[src/rtl/alu_nbit_seq_pkg.sv]
`default_nettype none
// ============================================================================
//  Module   : alu_nbit_seq_pkg
//  Purpose  : Shared definitions for the N-bit sequential ALU. It holds the
//             MIPS funct codes, the FSM state encoding and a legality helper.
//  Ports    : none (package)
//  Revision : 1.0 - initial release
// ============================================================================
package alu_nbit_seq_pkg;

   localparam logic [5:0] F_AND   = 6'b100100;
   localparam logic [5:0] F_OR    = 6'b100101;
   localparam logic [5:0] F_ADD   = 6'b100000;
   localparam logic [5:0] F_SUB   = 6'b100010;
   localparam logic [5:0] F_SLT   = 6'b101010;
   localparam logic [5:0] F_SRL   = 6'b000010;
   localparam logic [5:0] F_MULTU = 6'b011001;

   typedef enum logic [0:0] {
      S_IDLE = 1'b0,
      S_MUL  = 1'b1
   } state_t;

   function automatic logic is_legal(input logic [5:0] func);
      return (func == F_AND) || (func == F_OR)  || (func == F_ADD) ||
             (func == F_SUB) || (func == F_SLT) || (func == F_SRL) ||
             (func == F_MULTU);
   endfunction

endpackage
`default_nettype wire

[src/rtl/alu_nbit_seq_if.sv]
`default_nettype none
// ============================================================================
//  Module   : alu_nbit_seq_if
//  Purpose  : Request/result bundle between the EX-stage controller (master)
//             and the sequential ALU (slave).
//  Signals  : start, Signal, dataA, dataB   controller -> ALU
//             dataOut, dataHi, zero, overflow, illegal, valid, busy
//                                          ALU -> controller
//  Revision : 1.0 - initial release
// ============================================================================
interface alu_nbit_seq_if #(
   parameter int WIDTH = 32
) ();
   logic             start;
   logic [5:0]       Signal;
   logic [WIDTH-1:0] dataA;
   logic [WIDTH-1:0] dataB;
   logic [WIDTH-1:0] dataOut;
   logic [WIDTH-1:0] dataHi;
   logic             zero;
   logic             overflow;
   logic             illegal;
   logic             valid;
   logic             busy;

   modport master (
      output start, Signal, dataA, dataB,
      input  dataOut, dataHi, zero, overflow, illegal, valid, busy
   );

   modport slave (
      input  start, Signal, dataA, dataB,
      output dataOut, dataHi, zero, overflow, illegal, valid, busy
   );
endinterface
`default_nettype wire

[src/rtl/alu_nbit_comb.sv]
`default_nettype none
// ============================================================================
//  Module   : alu_nbit_comb
//  Purpose  : Combinational single-cycle ALU core: AND/OR/ADD/SUB/SLT/SRL
//             result, signed overflow and illegal-code detection. MULTU is
//             reported legal here; its result comes from the top's datapath.
//  Ports    : func     in  6      funct code
//             a, b     in  WIDTH  operands (SRL shift amount in b[SHW-1:0])
//             result   out WIDTH  single-cycle result
//             overflow out 1      signed overflow (ADD/SUB only)
//             illegal  out 1      func not in the opcode table
//  Revision : 1.0 - initial release
// ============================================================================
module alu_nbit_comb
   import alu_nbit_seq_pkg::*;
#(
   parameter int WIDTH = 32
) (
   input  logic [5:0]       func,
   input  logic [WIDTH-1:0] a,
   input  logic [WIDTH-1:0] b,
   output logic [WIDTH-1:0] result,
   output logic             overflow,
   output logic             illegal
);
   localparam int SHW = $clog2(WIDTH);

   logic             w_sub_mode;
   logic [WIDTH-1:0] w_b_eff;
   logic [WIDTH-1:0] w_sum;
   logic             w_add_ovf;
   logic             w_lt;

   always_comb begin
      // SLT shares the subtractor; A + ~B + 1.
      w_sub_mode = (func == F_SUB) || (func == F_SLT);
      w_b_eff    = w_sub_mode ? ~b : b;
      w_sum      = a + w_b_eff + {{(WIDTH-1){1'b0}}, w_sub_mode};
      w_add_ovf  = (a[WIDTH-1] == w_b_eff[WIDTH-1]) && (w_sum[WIDTH-1] != a[WIDTH-1]);
      // Sign of the difference corrected by overflow gives the true signed compare.
      w_lt       = w_sum[WIDTH-1] ^ w_add_ovf;

      result   = '0;
      overflow = 1'b0;
      illegal  = ~is_legal(func);
      case (func)
         F_AND:   result = a & b;
         F_OR:    result = a | b;
         F_ADD,
         F_SUB: begin
            result   = w_sum;
            overflow = w_add_ovf;
         end
         F_SLT:   result = {{(WIDTH-1){1'b0}}, w_lt};
         F_SRL:   result = a >> b[SHW-1:0];
         default: result = '0;
      endcase
   end
endmodule
`default_nettype wire

[src/rtl/alu_nbit_seq.sv]
`default_nettype none
// ============================================================================
//  Module   : alu_nbit_seq
//  Purpose  : N-bit registered ALU with start/valid handshake, zero/overflow/
//             illegal flags and a shift-add unsigned multiply (one multiplier
//             bit per clock, WIDTH cycles latency).
//  Ports    : clk    in  1   rising-edge clock
//             reset  in  1   asynchronous, active-low
//             bus    slave   start/Signal/dataA/dataB in;
//                            dataOut/dataHi/zero/overflow/illegal/valid/busy out
//  Revision : 1.0 - initial release
// ============================================================================
module alu_nbit_seq
   import alu_nbit_seq_pkg::*;
#(
   parameter int WIDTH = 32
) (
   input  logic          clk,
   input  logic          reset,
   alu_nbit_seq_if.slave bus
);
   localparam int             SHW      = $clog2(WIDTH);
   localparam logic [SHW-1:0] CNT_LAST = SHW'(WIDTH - 1);

   state_t             r_state;
   logic [SHW-1:0]     r_cnt;
   logic [2*WIDTH-1:0] r_mcand;     // multiplicand, shifted left each step
   logic [WIDTH-1:0]   r_mplier;    // multiplier, shifted right each step
   logic [2*WIDTH-1:0] r_acc;
   logic [WIDTH-1:0]   r_data_out;
   logic [WIDTH-1:0]   r_data_hi;
   logic               r_zero;
   logic               r_overflow;
   logic               r_illegal;
   logic               r_valid;

   logic [WIDTH-1:0]   w_res;
   logic               w_ovf;
   logic               w_ill;
   logic [2*WIDTH-1:0] w_acc_next;

   alu_nbit_comb #(.WIDTH(WIDTH)) u_comb (
      .func     (bus.Signal),
      .a        (bus.dataA),
      .b        (bus.dataB),
      .result   (w_res),
      .overflow (w_ovf),
      .illegal  (w_ill)
   );

   // Testing r_mplier[0] against a left-shifted multiplicand is the same as
   // testing B[cnt] and adding A<<cnt.
   assign w_acc_next = r_acc + (r_mplier[0] ? r_mcand : '0);

   always_ff @(posedge clk or negedge reset) begin
      if (!reset) begin
         r_state    <= S_IDLE;
         r_cnt      <= '0;
         r_mcand    <= '0;
         r_mplier   <= '0;
         r_acc      <= '0;
         r_data_out <= '0;
         r_data_hi  <= '0;
         r_zero     <= 1'b0;
         r_overflow <= 1'b0;
         r_illegal  <= 1'b0;
         r_valid    <= 1'b0;
      end else begin
         r_valid <= 1'b0;
         case (r_state)
            S_IDLE: begin
               if (bus.start) begin
                  if (bus.Signal == F_MULTU) begin
                     r_mcand  <= {{WIDTH{1'b0}}, bus.dataA};
                     r_mplier <= bus.dataB;
                     r_acc    <= '0;
                     r_cnt    <= '0;
                     r_state  <= S_MUL;
                  end else begin
                     r_valid    <= 1'b1;
                     r_overflow <= w_ovf;
                     r_illegal  <= w_ill;
                     // An illegal code leaves the previous result visible.
                     if (!w_ill) begin
                        r_data_out <= w_res;
                        r_data_hi  <= '0;
                        r_zero     <= (w_res == '0);
                     end
                  end
               end
            end
            S_MUL: begin
               r_acc    <= w_acc_next;
               r_mcand  <= r_mcand << 1;
               r_mplier <= r_mplier >> 1;
               r_cnt    <= r_cnt + SHW'(1);
               if (r_cnt == CNT_LAST) begin
                  r_state    <= S_IDLE;
                  r_valid    <= 1'b1;
                  r_data_out <= w_acc_next[WIDTH-1:0];
                  r_data_hi  <= w_acc_next[2*WIDTH-1:WIDTH];
                  r_zero     <= (w_acc_next[WIDTH-1:0] == '0);
                  r_overflow <= 1'b0;
                  r_illegal  <= 1'b0;
               end
            end
            default: r_state <= S_IDLE;
         endcase
      end
   end

   assign bus.dataOut  = r_data_out;
   assign bus.dataHi   = r_data_hi;
   assign bus.zero     = r_zero;
   assign bus.overflow = r_overflow;
   assign bus.illegal  = r_illegal;
   assign bus.valid    = r_valid;
   assign bus.busy     = (r_state == S_MUL);
endmodule
`default_nettype wire

[src/flat_wrapper.sv]
// flat-port wrapper written by rule: the top's interface ports become plain ports
module alu_nbit_seq_flat import alu_nbit_seq_pkg::*;
#(
   parameter int WIDTH = 32
)
  (clk, reset, bus_start, bus_Signal, bus_dataA, bus_dataB, bus_dataOut, bus_dataHi, bus_zero, bus_overflow, bus_illegal, bus_valid, bus_busy);
  alu_nbit_seq_if #(.WIDTH(WIDTH)) bus_i ();
  input  logic clk;
  input  logic reset;
  input wire logic [$bits(bus_i.start)-1:0] bus_start;
  input wire logic [$bits(bus_i.Signal)-1:0] bus_Signal;
  input wire logic [$bits(bus_i.dataA)-1:0] bus_dataA;
  input wire logic [$bits(bus_i.dataB)-1:0] bus_dataB;
  output wire logic [$bits(bus_i.dataOut)-1:0] bus_dataOut;
  output wire logic [$bits(bus_i.dataHi)-1:0] bus_dataHi;
  output wire logic [$bits(bus_i.zero)-1:0] bus_zero;
  output wire logic [$bits(bus_i.overflow)-1:0] bus_overflow;
  output wire logic [$bits(bus_i.illegal)-1:0] bus_illegal;
  output wire logic [$bits(bus_i.valid)-1:0] bus_valid;
  output wire logic [$bits(bus_i.busy)-1:0] bus_busy;
  assign bus_i.start = bus_start;
  assign bus_i.Signal = bus_Signal;
  assign bus_i.dataA = bus_dataA;
  assign bus_i.dataB = bus_dataB;
  assign bus_dataOut = bus_i.dataOut;
  assign bus_dataHi = bus_i.dataHi;
  assign bus_zero = bus_i.zero;
  assign bus_overflow = bus_i.overflow;
  assign bus_illegal = bus_i.illegal;
  assign bus_valid = bus_i.valid;
  assign bus_busy = bus_i.busy;
  alu_nbit_seq #(.WIDTH(WIDTH)) u_core (.clk(clk), .reset(reset), .bus(bus_i));
endmodule
[config.mk]
export PLATFORM = sky130hd
export DESIGN_NAME = alu_nbit_seq_flat
export DESIGN_NICKNAME = d
export VERILOG_FILES = /design/src/rtl/alu_nbit_seq_pkg.sv /design/src/rtl/alu_nbit_seq_if.sv /design/src/rtl/alu_nbit_comb.sv /design/src/rtl/alu_nbit_seq.sv /design/src/flat_wrapper.sv
export SDC_FILE = /design/constraint.sdc
export NUM_CORES = 1
export LEC_CHECK = 0
export ABC_AREA = 1
export BUFFER_PORTS_ARGS = -buffer_cell sky130_fd_sc_hd__buf_2
export CORE_ASPECT_RATIO = 1.5
export CORE_MARGIN = 1
export CORE_UTILIZATION = 55
export DETAILED_ROUTE_END_ITERATION = 12
export PLACE_DENSITY = 0.74
export SLEW_MARGIN = 15
export SYNTH_ARGS = -nofsm -noshare
export SYNTH_HDL_FRONTEND = slang
export SYNTH_SLANG_ARGS = --single-unit
[constraint.sdc]
create_clock -name clk -period 3.2 [get_ports clk]
set_input_delay 0.64 -clock clk [delete_from_list [all_inputs] [get_ports clk]]
set_output_delay 0.64 -clock clk [all_outputs]
set_load 0.005 [all_outputs]
**Yosys cells after proc, flatten, opt, wreduce, memory -nomap -nowiden**

Index checks and enable logic that the tools add are counted.
W data, S select, Z words.

- Output and inout bits: 69
- Flip-flop bits (word level): 234
- Word-level logic and storage cells: 97

- Reduce and logical (&&, ||, !) cells: 14
- Equality and inequality tests: 15
- Bitwise logic cells: 6
- Add/sub/neg operators: 4
- Shifts and indexed selects: 1
- Muxes and demuxes: 46

Operator list:

| kind | count |
|---|---|
| $mux W32 | 11 |
| $mux W64 | 5 |
| $pmux W64 S2 | 2 |
| $pmux W32 S2 | 3 |
| $pmux W32 S5 | 1 |
| $add A64 B64 Y64 | 1 |
| $logic_not A32 Y1 | 2 |
| $add A32 B1 Y32 | 1 |
| $add A32 B32 Y32 | 1 |
| $and A32 B32 Y32 | 1 |
| $not A32 Y32 | 1 |
| $or A32 B32 Y32 | 1 |
| $shr A32 B5 Y32 | 1 |
| $eq A6 B6 Y1 const B | 5 |
| $mux W1 | 16 |
| $mux W5 | 2 |
| $pmux W1 S2 | 5 |
| $pmux W5 S2 | 1 |
| $logic_or A1 B1 Y1 | 7 |
| $eq A6 B2 Y1 const B | 1 |
| $eq A6 B5 Y1 const B | 1 |
| $ne A2 B2 Y1 const B | 3 |
| $add A5 B1 Y5 const B | 1 |
| $eq A5 B5 Y1 const B | 1 |
| other kinds (10) | 12 |

**Logic depth before layout (Yosys ltp)**

- Word-level depth: 14
- Depth in mapped cells: 26
- Mapped depth without buffers: 25

**By module**

From an unflattened synthesis, not the netlist that was laid out.

- Cells, all modules: 3097
- Area, all modules: 19944.1 µm²

Modules (own cells, without submodules):

| module | instances | area an instance (µm²) | sequential area each (µm²) | cells each |
|---|---|---|---|---|
| alu_nbit_seq | 1 | 15114.5 | 5855.6 | 2170 |
| alu_nbit_comb | 1 | 4829.6 | 0.0 | 927 |

**Least setup slack after synthesis**

OpenSTA, ideal clock, no wires.

- Path kind: input to register
- From: input port bus_Signal[1]
- To: register u_core.r_zero (netlist: u_core.bus.zero)
- Setup slack: -156 ps
- Stages on the path: 23
- Data required time: 3127 ps
- Library setup time: 73 ps
- Arrival: 3283 ps
- Cell sequence: inv_1 -> nor2_4 -> nand3_4 -> buf_1 -> xor2_1 -> fa_1 -> inv_1 -> nand3_1 -> nand2_1 -> nand2_1 -> nand2_1 -> nand2_1 -> nand2_1 -> nand2_1 -> a21oi_1 -> nor2_1 -> nor2_1 -> nand3_1 -> nor2_1 -> nand3_1 -> nor2_1 -> nand2_1 -> a21oi_2

- Word-level cells in the longest chain between the ends: 14

RTL lines:

| element | line | source |
|---|---|---|
| start, declared | flat_wrapper.sv:11 | `input wire logic [$bits(bus_i.Signal)-1:0] bus_Signal;` |
| $eq A6 B6 Y1 | alu_nbit_seq_pkg.sv:26, alu_nbit_comb.sv:36, alu_nbit_comb.sv:46 |  |
| $logic_or A1 B1 Y1 | alu_nbit_comb.sv:36 | `w_sub_mode = (func == F_SUB) \|\| (func == F_SLT);` |
| $mux W32 | alu_nbit_comb.sv:37 | `w_b_eff = w_sub_mode ? ~b : b;` |
| $add A32 B32 Y32 | alu_nbit_comb.sv:38 | `w_sum = a + w_b_eff + {{(WIDTH-1){1'b0}}, w_sub_mode};` |
| $add A32 B1 Y32 | alu_nbit_comb.sv:38 |  |
| $ne A1 B1 Y1 | alu_nbit_comb.sv:39 | `w_add_ovf = (a[WIDTH-1] == w_b_eff[WIDTH-1]) && (w_sum[WIDTH-1] != a[WIDTH-1]);` |
| $logic_and A1 B1 Y1 | alu_nbit_comb.sv:39 |  |
| $xor A1 B1 Y1 | alu_nbit_comb.sv:41 | `w_lt = w_sum[WIDTH-1] ^ w_add_ovf;` |
| $pmux W32 S5 | alu_nbit_comb.sv:46 | `case (func)` |
| $logic_not A32 Y1 | alu_nbit_seq.sv:87 | `r_zero <= (w_res == '0);` |
| $mux W1 | alu_nbit_seq.sv:84 | `if (!w_ill) begin` |
| $mux W1 | alu_nbit_seq.sv:73 | `if (bus.Signal == F_MULTU) begin` |
| $mux W1 | alu_nbit_seq.sv:72 | `if (bus.start) begin` |
| $pmux W1 S2 | alu_nbit_seq.sv:70 | `case (r_state)` |
| end signal, assigned | alu_nbit_seq.sv:87 |  |
| end signal, assigned | alu_nbit_seq.sv:102 | `r_zero <= (w_acc_next[WIDTH-1:0] == '0);` |
| end, declared | alu_nbit_seq.sv:32 | `logic r_zero;` |

Parallel ways exist; a longest one is shown, timed or not. The select of a mux whose other input is x is not followed.
A chain may end at the register's enable or synchronous reset.

**Worst setup path after layout**

- From: register u_core.r_mplier[0]
- To: register u_core.r_zero (netlist: u_core.bus.zero)

- Word-level cells in the longest chain between the ends: 5

RTL lines:

| element | line | source |
|---|---|---|
| start, declared | alu_nbit_seq.sv:28 | `logic [WIDTH-1:0] r_mplier;` |
| start signal, assigned | alu_nbit_seq.sv:75 | `r_mplier <= bus.dataB;` |
| start signal, assigned | alu_nbit_seq.sv:95 | `r_mplier <= r_mplier >> 1;` |
| $mux W64 | alu_nbit_seq.sv:53 | `assign w_acc_next = r_acc + (r_mplier[0] ? r_mcand : '0);` |
| $add A64 B64 Y64 | alu_nbit_seq.sv:53 |  |
| $logic_not A32 Y1 | alu_nbit_seq.sv:102 |  |
| $mux W1 | alu_nbit_seq.sv:97 | `if (r_cnt == CNT_LAST) begin` |
| $pmux W1 S2 | alu_nbit_seq.sv:70 |  |

No other way between the ends. The select of a mux whose other input is x is not followed.

==> flow_summary.yaml <==
outcome:
  outcome: "finished with violations"
  violations: "setup timing"
routing:
  viasPerCell: 5.89
  vias: 22900
  firstDrtPassIters: 9
  drt_iter0_markers: 2241
  drcViolationCount: 0
  antenna_left: 0
  drt-total-wl_um: 78400
  wl_per_cell_um: 20.2
clock_tree:
  clockBufferDepth: 3
  clock_sinks: 234
  htreeDepth: 1
  cts_tree: "yes"
  numCtsBuffers: 25
  root_buffer: "clkbuf_16"
  clock_latency_ps: 560
  postCtsHoldBufs: 0
  cts.clk_slew.worst_paths_ps: 60
critical_path:
  regToRegStartpoint: "u_core.r_mplier[0]$_DFFE_PN0P_"
  cp_slowest_cell: "dfrtp_2"
  cp-end-kind: "flop"
  path_class: "reg -> reg"
  reg2reg_setup_slack_ps: -40
  reg2reg_to: "u_core.bus.zero$_DFFE_PN0P_"
  cpMostUsedCell: "nand2_1"
  path_cells: "buf_6, nand2_1, inv_1, ha_1, nand2_1, nor3_4, nor2_2, o21ai_2, buf_4, xnor2_1, nand2_1, nor2_1, nand3_1, nor2_1, nand3_1, nand2_1, inv_1, a21oi_2"
  r2r.worst_path.cells: 18
  arrival_ps: 3710
  required_ps: 3670
  cp_max_fo: 7
  start_kind: "flop"
  cpPeakStageDelay_ps: 510
global_routing:
  grt_pass1_vias: 21900
  grtUsageTotal: 0.418
  grt_max_degree: 130
  grt_overflow_total: 0
  antenna_found_initial: 0
  grt_pass1_wl_um: 116000
sta:
  setup_viol: 1
  min_period_ps: 3240
  tightestPinTransition_ps: 968
  holdWs_ps: 38.5
  post-route-period-util: 1.01
  hold_violations: 0
  clock.fmax_mhz: 308
  setup_ws_ps: -42.3
  rsz0062_at_grt: "yes"
  drv_slew: 0
  skew_ps: 30.8
  slew_headroom: 0.352
  tns_ps: -42.3
pwr:
  power_mw: 19.5
  p_comb_frac: 0.603
  leakage_nw: 12.8
  power.internal_mw: 10.2
  ir_drop_mv: 0.605
  power_density_nw_per_um2: 800
  switching_power_mw: 9.25
  seqPwrFrac: 0.243
  p_clk_frac: 0.155
  swShare: 0.475
synth:
  yosys-top-cells-count: "nand2_1, inv_1, nor2_1"
  yosysUniqueCellTypes: 57
  synth_top_area_frac: 0.298
  yosysSeqAreaShare: 0.298
  synth_area_leaders: "dfrtp_1, nand2_1, inv_1"
  synth-edff-count: 0
  synth_warnings: 0
  synthFlopType: "dfrtp_1"
  syn_avg_cell_area_um2: 6.42
  yosys.area.top_type: "dfrtp_1"
  synth_nets: 3237
  synth_cells: 3058
  syn_area_um2: 19600
  synth.most_common_cell: "nand2_1"
  synth_seq_cells: 234
  async_flop_share: 1.00
floorplan:
  die_h_um: 233
  rows: 84
  die_x_um: 156
  io_pins: 142
  fp.dieArea_um2: 36500
  initial_core_util: 0.560
  core_area_um2: 35100
placed_design:
  placed_area_um2: 22700
  place_hpwl_um: 59900
  gp_congestion: 1.09
  numPortBuffers: 141
cells_and_area:
  layout-drive-gt1-share: 0.199
  postLayoutCellArea_um2: 24400
  area_delta_synth_final_pct: 24.0
  fin_nets: 3579
  num-fill-cells: 3112
  n_antenna_cell: 0
worst_hold_path:
  worst_hold_path_type: "in -> async"
run:
  maxCapViolCount: 0
[flip-flops by register name, summed over array words and instances (netlist names)]
name                 cells
u_core.bus.valid         1
u_core.r_acc            64
u_core.r_mplier         32
u_core.r_cnt             5
u_core.bus.dataHi       32
u_core.bus.zero          1
u_core.bus.illegal       1
u_core.r_mcand          64
u_core.bus.overflow      1
u_core.bus.dataOut      32
u_core.bus.busy          1
[kinds of logic after synthesis]
family	count (synthesis)	synth area share
AND/OR/NAND/NOR	1553	0.334
AO/OA/AOI/OAI	573	0.168
buffers and inverters	542	0.109
flip-flops	234	0.298
adder cells (fa/ha/maj)	106	0.0683
XOR/XNOR	50	0.0223
[area by class of cell]
type	count	area, um2	share of cell area
clock buffers	34	729	0.0299
clock inverters	10	110	0.00452
inverters	426	1610	0.0661
multi-input cells	2282	12300	0.506
flip-flops and latches	234	5860	0.241
well taps	473	592	0.0243
repair buffers	431	3130	0.129
[through the flow]
stage	std cells	utilization	setup WS [ps]
6_report	3890	0.694	-42.3
5_1_grt	3890	0.694	-260
4_1_cts	3876	0.672	31.1
3_5_place_dp	3832	0.646	-501
3_3_place_gp	3832	0.646	-510
2_1_floorplan	3058	-	10.7
[worst max path at each step]
| stage | startpoint | end | slack, ps | cells after the start |
|---|---|---|---|---|
| finish | u_core.r_mplier[0]$_DFFE_PN0P_ | u_core.bus.zero$_DFFE_PN0P_ | -40 | 18 |
| global route | u_core.r_mplier[0]$_DFFE_PN0P_ | u_core.bus.zero$_DFFE_PN0P_ | -260 | 18 |
| CTS | u_core.r_mplier[0]$_DFFE_PN0P_ | u_core.bus.dataHi[16]$_DFFE_PN0P_ | 30 | 22 |
| detailed placement | bus_Signal[1] | u_core.bus.zero$_DFFE_PN0P_ | -500 | 23 |
| global placement | bus_Signal[5] | u_core.bus.zero$_DFFE_PN0P_ | -510 | 23 |
| floorplan | bus_Signal[1] | u_core.bus.zero$_DFFE_PN0P_ | 10 | 23 |
[cells in the final DEF, fill, tap and decap left out, types with 8 or more instances in the layout]
master / instances
a21oi_1: 135
a21oi_2: 27
a31oi_1: 83
buf_12: 13
buf_2: 140
buf_4: 272
clkbuf_16: 28
dfrtp_1: 232
ha_1: 88
ha_4: 10
inv_1: 413
inv_2: 8
nand2_1: 785
nand2_2: 48
nand3_1: 287
nand3_2: 14
nand3b_1: 23
nand4_1: 26
nor2_1: 289
nor2_2: 23
nor3_1: 18
o211ai_1: 41
o21ai_0: 157
o21ai_1: 31
o21ai_2: 11
o22ai_1: 32
or2_2: 13
xnor2_1: 21
xor2_1: 25
[timing repair]
action / in CTS / in global routing
pin swaps: 3 / 36
setup buffers: 0 / 11
resized for setup: 15 / 172
cloned: 0 / 3
endpoints found under the setup margin: 17 / 58
[power groups by stage]
stage | registers (mW) | clock network [mW] | logic [mW]
after global placement | 4.63 | 0 | 9.95
final | 4.73 | 3.01 | 11.7
after detailed placement | 4.68 | 0 | 10.2
after floorplan | 4.47 | 0 | 6.47
after CTS | 4.65 | 3.03 | 10.4
after global routing | 4.80 | 3.14 | 12.8
[metal layers]
layer | vias to the layer above | part of all wire | global-route usage
li1 | 10700 | - | -
met1 | 10600 | 0.35 | 0.439
met2 | 1213 | 0.47 | 0.705
met3 | 434 | 0.065 | 0.0540
met4 | 0 | 0.12 | 0.426
met5 | - | 0 | 0
[critical path, delay by kind of cell (launching register included)]
kind / cells / cell delay (ps)
adder cells (fa/ha/maj): 1 / 320
buffers and inverters: 4 / 460
AND/OR/NAND/NOR: 10 / 1320
flip-flops: 1 / 510
XOR/XNOR: 1 / 150
AO/OA/AOI/OAI: 2 / 380
Note: power is estimated with default switching activity, not from simulation.
